**src/rtl/bp_me_dma_bank_mux.sv**
```systemverilog
// Merges the bsg_cache DMA ports of num_banks_p L2 banks onto a single DRAM-side DMA port.
// Optional macro BP_DMA_MUX_WRITE_PRIORITY_EN: eligible write packets win over eligible reads.
module bp_me_dma_bank_mux #(
  parameter int num_banks_p    = 2,
  parameter int addr_width_p   = 28,
  parameter int fill_width_p   = 64,
  parameter int block_width_p  = 512,
  parameter int tag_fifo_els_p = 4
) (
  input  logic                                     clk_i,
  input  logic                                     reset_i,

  input  logic [num_banks_p*(addr_width_p+1)-1:0]  bank_dma_pkt_i,
  input  logic [num_banks_p-1:0]                   bank_dma_pkt_v_i,
  output logic [num_banks_p-1:0]                   bank_dma_pkt_yumi_o,

  output logic [num_banks_p*fill_width_p-1:0]      bank_dma_data_o,
  output logic [num_banks_p-1:0]                   bank_dma_data_v_o,
  input  logic [num_banks_p-1:0]                   bank_dma_data_ready_and_i,

  input  logic [num_banks_p*fill_width_p-1:0]      bank_dma_data_i,
  input  logic [num_banks_p-1:0]                   bank_dma_data_v_i,
  output logic [num_banks_p-1:0]                   bank_dma_data_yumi_o,

  output logic [addr_width_p:0]                    dma_pkt_o,
  output logic                                     dma_pkt_v_o,
  input  logic                                     dma_pkt_yumi_i,

  input  logic [fill_width_p-1:0]                  dma_data_i,
  input  logic                                     dma_data_v_i,
  output logic                                     dma_data_ready_and_o,

  output logic [fill_width_p-1:0]                  dma_data_o,
  output logic                                     dma_data_v_o,
  input  logic                                     dma_data_yumi_i
);

  localparam int lg_banks_lp  = (num_banks_p > 1) ? $clog2(num_banks_p) : 1;
  localparam int pkt_width_lp = addr_width_p + 1;
  localparam int beats_lp     = block_width_p / fill_width_p;
  localparam int ptr_w_lp     = (tag_fifo_els_p > 1) ? $clog2(tag_fifo_els_p) : 1;
  localparam int cnt_w_lp     = $clog2(tag_fifo_els_p + 1);

  typedef enum logic {FIFO_RD = 1'b0, FIFO_WR = 1'b1} fifo_e;

  typedef struct packed {
    logic                   found;
    logic [lg_banks_lp-1:0] id;
  } pick_s;

  logic [pkt_width_lp-1:0] pkt_arr [num_banks_p];
  logic [fill_width_p-1:0] wb_arr  [num_banks_p];
  logic [num_banks_p-1:0]  pkt_wr, elig;

  for (genvar i = 0; i < num_banks_p; i++) begin : g_unpack
    assign pkt_arr[i] = bank_dma_pkt_i[i*pkt_width_lp +: pkt_width_lp];
    assign wb_arr[i]  = bank_dma_data_i[i*fill_width_p +: fill_width_p];
    assign pkt_wr[i]  = pkt_arr[i][addr_width_p];
  end

  logic [1:0]             fifo_push, fifo_pop, fifo_v, fifo_full;
  logic [lg_banks_lp-1:0] fifo_head [2];
  logic [lg_banks_lp-1:0] grant_id, lock_id_r, rr_ptr_r;
  logic                   grant_v, grant_wr, lock_v_r, pkt_hs;
  pick_s                  arb;

  // First eligible bank at or after ptr, wrapping around.
  function automatic pick_s rr_pick(input logic [num_banks_p-1:0] req,
                                    input logic [lg_banks_lp-1:0] ptr);
    pick_s p;
    int    idx;
    p = '0;
    for (int i = 0; i < num_banks_p; i++) begin
      idx = int'(ptr) + i;
      if (idx >= num_banks_p) idx -= num_banks_p;
      if (!p.found && req[lg_banks_lp'(idx)]) begin
        p.found = 1'b1;
        p.id    = lg_banks_lp'(idx);
      end
    end
    return p;
  endfunction

  for (genvar i = 0; i < num_banks_p; i++) begin : g_elig
    assign elig[i] = bank_dma_pkt_v_i[i] & (pkt_wr[i] ? ~fifo_full[FIFO_WR] : ~fifo_full[FIFO_RD]);
  end

  always_comb begin
`ifdef BP_DMA_MUX_WRITE_PRIORITY_EN
    arb = rr_pick(elig & pkt_wr, rr_ptr_r);
    if (!arb.found) arb = rr_pick(elig & ~pkt_wr, rr_ptr_r);
`else
    arb = rr_pick(elig, rr_ptr_r);
`endif
  end

  // A locked grant keeps the presented packet stable until the DRAM side takes it.
  assign grant_id  = lock_v_r ? lock_id_r : arb.id;
  assign grant_v   = ~reset_i & (lock_v_r ? bank_dma_pkt_v_i[lock_id_r] : arb.found);
  assign grant_wr  = pkt_arr[grant_id][addr_width_p];
  assign pkt_hs    = grant_v & dma_pkt_yumi_i;

  assign dma_pkt_o   = grant_v ? pkt_arr[grant_id] : '0;
  assign dma_pkt_v_o = grant_v;

  always_comb begin
    // NOTE: every output of a combinational block gets a default first so no latch is inferred.
    bank_dma_pkt_yumi_o           = '0;
    bank_dma_pkt_yumi_o[grant_id] = pkt_hs;
  end

  always_ff @(posedge clk_i) begin
    if (reset_i) begin
      rr_ptr_r  <= '0;
      lock_v_r  <= 1'b0;
      lock_id_r <= '0;
    end else if (pkt_hs) begin
      lock_v_r <= 1'b0;
      rr_ptr_r <= (grant_id == lg_banks_lp'(num_banks_p-1)) ? '0 : grant_id + lg_banks_lp'(1);
    end else if (grant_v) begin
      lock_v_r  <= 1'b1;
      lock_id_r <= grant_id;
    end
  end

  assign fifo_push[FIFO_RD] = pkt_hs & ~grant_wr;
  assign fifo_push[FIFO_WR] = pkt_hs &  grant_wr;

  for (genvar f = 0; f < 2; f++) begin : g_id_fifo
    logic [lg_banks_lp-1:0] mem_r [tag_fifo_els_p];
    logic [ptr_w_lp-1:0]    rd_ptr_r, wr_ptr_r;
    logic [cnt_w_lp-1:0]    cnt_r;

    // NOTE: id storage is not reset; the count alone says which entries are live.
    always_ff @(posedge clk_i) begin
      if (fifo_push[f]) mem_r[wr_ptr_r] <= grant_id;
    end

    always_ff @(posedge clk_i) begin
      if (reset_i) begin
        rd_ptr_r <= '0;
        wr_ptr_r <= '0;
        cnt_r    <= '0;
      end else begin
        if (fifo_push[f])
          wr_ptr_r <= (wr_ptr_r == ptr_w_lp'(tag_fifo_els_p-1)) ? '0 : wr_ptr_r + ptr_w_lp'(1);
        if (fifo_pop[f])
          rd_ptr_r <= (rd_ptr_r == ptr_w_lp'(tag_fifo_els_p-1)) ? '0 : rd_ptr_r + ptr_w_lp'(1);
        cnt_r <= cnt_r + cnt_w_lp'(fifo_push[f]) - cnt_w_lp'(fifo_pop[f]);
      end
    end

    assign fifo_v[f]    = (cnt_r != '0) & ~reset_i;
    assign fifo_full[f] = (cnt_r == cnt_w_lp'(tag_fifo_els_p));
    assign fifo_head[f] = mem_r[rd_ptr_r];
  end

  logic rd_hs, wr_hs, rd_last, wr_last;

  assign bank_dma_data_o      = {num_banks_p{dma_data_i}};
  assign dma_data_ready_and_o = fifo_v[FIFO_RD] & bank_dma_data_ready_and_i[fifo_head[FIFO_RD]];
  assign rd_hs                = dma_data_v_i & dma_data_ready_and_o;
  assign wr_hs                = dma_data_yumi_i & fifo_v[FIFO_WR];
  assign fifo_pop[FIFO_RD]    = rd_hs & rd_last;
  assign fifo_pop[FIFO_WR]    = wr_hs & wr_last;

  always_comb begin
    bank_dma_data_v_o    = '0;
    bank_dma_data_yumi_o = '0;
    dma_data_o           = '0;
    dma_data_v_o         = 1'b0;
    if (fifo_v[FIFO_RD]) bank_dma_data_v_o[fifo_head[FIFO_RD]] = dma_data_v_i;
    if (fifo_v[FIFO_WR]) begin
      dma_data_o                                = wb_arr[fifo_head[FIFO_WR]];
      dma_data_v_o                              = bank_dma_data_v_i[fifo_head[FIFO_WR]];
      bank_dma_data_yumi_o[fifo_head[FIFO_WR]] = dma_data_yumi_i;
    end
  end

  // Beat counters exist only when a block spans several fill beats.
  if (beats_lp > 1) begin : g_cnt
    localparam int bw_lp = $clog2(beats_lp);
    logic [bw_lp-1:0] rd_cnt_r, wr_cnt_r;

    always_ff @(posedge clk_i) begin
      if (reset_i) begin
        rd_cnt_r <= '0;
        wr_cnt_r <= '0;
      end else begin
        if (rd_hs) rd_cnt_r <= rd_last ? '0 : rd_cnt_r + bw_lp'(1);
        if (wr_hs) wr_cnt_r <= wr_last ? '0 : wr_cnt_r + bw_lp'(1);
      end
    end

    assign rd_last = (rd_cnt_r == bw_lp'(beats_lp-1));
    assign wr_last = (wr_cnt_r == bw_lp'(beats_lp-1));
  end else begin : g_no_cnt
    assign rd_last = 1'b1;
    assign wr_last = 1'b1;
  end

endmodule

```
**config.mk**
```make
export PLATFORM = sky130hd
export DESIGN_NAME = bp_me_dma_bank_mux
export DESIGN_NICKNAME = d
export VERILOG_FILES = /design/src/rtl/bp_me_dma_bank_mux.sv
export SDC_FILE = /design/constraint.sdc
export NUM_CORES = 1
export LEC_CHECK = 0
export BUFFER_PORTS_ARGS = -buffer_cell sky130_fd_sc_hd__buf_2
export CAP_MARGIN = 5
export CORE_AREA = 2 2 194 196
export DETAILED_ROUTE_END_ITERATION = 16
export DIE_AREA = 0 0 196 198
export PLACE_DENSITY = 0.36
export SYNTH_ARGS = -nofsm -noshare
export SYNTH_HDL_FRONTEND = slang
export SYNTH_SLANG_ARGS = --single-unit
export TNS_END_PERCENT = 1
```
**constraint.sdc**
```tcl
create_clock -name clk_i -period 2.5 [get_ports clk_i]
set_input_delay 0 -clock clk_i [delete_from_list [all_inputs] [get_ports clk_i]]
set_output_delay 0 -clock clk_i [all_outputs]
set_load 0.1 [all_outputs]
```
==> flow_summary.ini <==
[detailed_routing]
drc_errors = 0
wl_per_cell_um = 15.36
viasPerCell = 3.553
firstDrtPassIters = 4
wl_um = 19530
postRouteAntennaNets = 0
vias = 4520
drt_iter0_markers = 168

[synth]
avgSynthCellArea_sq_um = 6.583
synth_top_family_by_area = buffers and inverters
synth-main-ff-cell = dfxtp_1
synthArstFlopShare_pct = 0
syn_nets = 904
synth_area_sq_um = 4101
synth-xor-area-share_pct = 0.8542
synth_adder_area_share_pct = 6.467
ys_warn_count = 0
synth_edf_count = 8
synthMuxAreaShare_pct = 3.874
synth_cells = 623
synth.distinct_cells = 43
synth_seq_cells = 35
synth_compound_area_share_pct = 14.67
ys_seq_area_share_pct = 19.04
yosys.area_share.simple_pct = 26.91

[timing]
finalSetupViolations = 0
rsz0062_at_grt = yes
min_period_over_period_pct = 99.20
slew_violations = 0
finalHoldViolCount = 0
fin_crit_ps = 2480
finClkSkew_ps = 2.926
worst_slack_ps = 19.93
maxSlewHeadroom_pct = 57.06
clock.fmax_mhz = 403.2
hold_ws_ps = 0.04827
tightest_slew_ps = 644.1

[floorplanning]
die_area_sq_um = 38810
row_count = 71
die_x_um = 196
ios = 491
start_util_pct = 11.10
dieHeight_um = 198
core_sq_um = 36960

[clock_network]
clock_sinks = 35
tritoncts = yes
htree_levels = 2
clock_latency_ps = 270
clk_pin_slew_ps = 50
root_buffer = clkbuf_16
clk_path_buf_depth = 2
cts_made_buffers = 5

[power]
powerDensity_nw_per_um2 = 325.9
vdd_ir_drop_max_v = 0.0001960
p_leak_nw = 3.139

[worst_setup_path]
end_kind = flop
worstSetupPathType = reg2reg
crit_buf_inv = 1
startpoint_type = flop
max_stage_delay_ps = 520
cp_data_arrival_time_ps = 2690
cp.required_ps = 2710
crit_family = adder cells
crit_fanout = 2
cp_slowest_cell = fa_2
path_cells = mux4_2 -> mux2i_1 -> nor2_1 -> and2_4 -> ha_1 -> inv_1 -> ha_2 -> fa_2 -> nor2b_4

[grt]
track_usage_pct = 9.175
busiest_layer = met2
gr-total-overflow = 0
antenna_found_initial = 0
grt_pass1_vias = 4229
grt_use_met3_pct = 4.020
grt_pass1_wl_um = 26680
use_met2_pct = 14.58
grt_max_degree = 50
grt_util_met1_pct = 11.47

[cells_and_area]
area_delta_synth_final_pct = 62.08
layout_common_cells = buf_2, nand2_1, a21oi_1
final_common_cell = buf_2
stdcell_area_sq_um = 6648
drive_gt1_share_pct = 46.24
multiInputGateArea_sq_um = 2227
fin_nets = 1078
fill_cells = 4220
regArea_sq_um = 782.0
diodes = 0

[job]
drv_cap = 0

[placement]
place_ws_ps = -31.78
hpwl_um = 16730
gp_congestion = 0.7927
place_area_sq_um = 6411
port-buffer-count = 298

[status]
status = complete, no violations

[worst_hold_path]
min_path_type = in2out
[worst register-to-register path: cells and delay by family (launching register included)]
| family | cells | cell delay, ps |
|---|---|---|
| adder cells (fa/ha/maj) | 3 | 940 |
| AND/OR/NAND/NOR | 3 | 380 |
| buffers and inverters | 1 | 40 |
| multiplexers | 2 | 700 |
| flip-flops | 1 | 370 |
[Yosys cell counts, types with 2 or more instances]
cell type / instances / area [sq um]
inv_1: 15 / 56.30
xnor2_1: 3 / 26.28
a21oi_1: 97 / 485.5
edfxtp_1: 8 / 240.2
and2_4: 2 / 17.52
o21a_1: 2 / 15.01
o31ai_1: 3 / 22.52
fa_1: 2 / 40.04
nor3_1: 3 / 15.01
nand3_1: 12 / 60.06
nor2b_1: 4 / 25.02
and3_1: 4 / 25.02
mux2i_1: 8 / 80.08
nand2_1: 196 / 735.7
clkbuf_1: 23 / 86.33
nor2_1: 25 / 93.84
o21ai_0: 3 / 15.01
buf_1: 2 / 7.510
buf_4: 128 / 960.9
and3_2: 4 / 30.03
dfxtp_1: 27 / 540.5
o31ai_2: 2 / 25.02
ha_1: 18 / 225.2
buf_2: 9 / 45.04
mux2_2: 4 / 45.04
and2_1: 2 / 12.51
[power by group]
group | internal [mW] | switching, mW
registers | 0.588 | 0.00927
logic | 0.348 | 0.629
clock network | 0.363 | 0.229
[through the flow]
step / cells / power (mW) / TNS (ps) / utilization (%)
2_1_floorplan: 623 / 2.124 / -30050 / -
6_report: 1272 / 2.166 / 0 / 17.99
3_3_place_gp: 1261 / 1.589 / -10.89 / 17.35
3_5_place_dp: 1261 / 1.583 / -31.78 / 17.35
4_1_cts: 1271 / 2.197 / -1.065 / 17.78
5_1_grt: 1272 / 2.282 / -102.5 / 17.99
[what timing repair did]
action                     CTS  global route
hold endpoints to repair     1             0
hold buffers                 1             0
setup buffers                1             1
resized for setup            1            27
cloned                       0             0
pin swaps                    1             1
setup endpoints to repair    1            32
[final cells by class]
type | instances | share of cell area (%)
Timing Repair Buffer | 329 | 42.86
Multi-Input combinational cell | 411 | 33.50
Sequential cell | 35 | 11.76
Tap cell | 474 | 8.922
Clock buffer | 5 | 1.882
Inverter | 15 | 0.8470
Clock inverter | 3 | 0.2259
[path summary, 6_finish.rpt]
check,from,to,slack [ps],cells after the start
hold / removal,dma_data_i[10],bank_dma_data_o[74],0.05,0
setup / recovery,g_id_fifo[0].mem_r[0]$_DFFE_PP_,g_id_fifo[0].cnt_r[1]$_SDFF_PP0_,20,9
hold reg to reg,g_cnt.wr_cnt_r[1]$_SDFFE_PP0N_,g_cnt.wr_cnt_r[1]$_SDFFE_PP0N_,460,2
setup reg to reg,g_id_fifo[0].mem_r[0]$_DFFE_PP_,g_id_fifo[0].cnt_r[1]$_SDFF_PP0_,20,9
[metal layers]
metal,wire (um),vias up
met5,40,-
met4,383,2
met3,2371,25
met2,8648,329
met1,8091,1932
li1,-,2232
[cells by family (layout without fill, tap and decap cells)]
group	after synthesis	in the layout
xor gates and xnor gates	4	4
buffers and inverters	177	352
DFF	35	35
adders and majority gates	20	20
muxes	14	14
AOI/OAI and AO/OA	111	111
and+or+nand+nor	262	262
(Power assumes the default switching activity.)
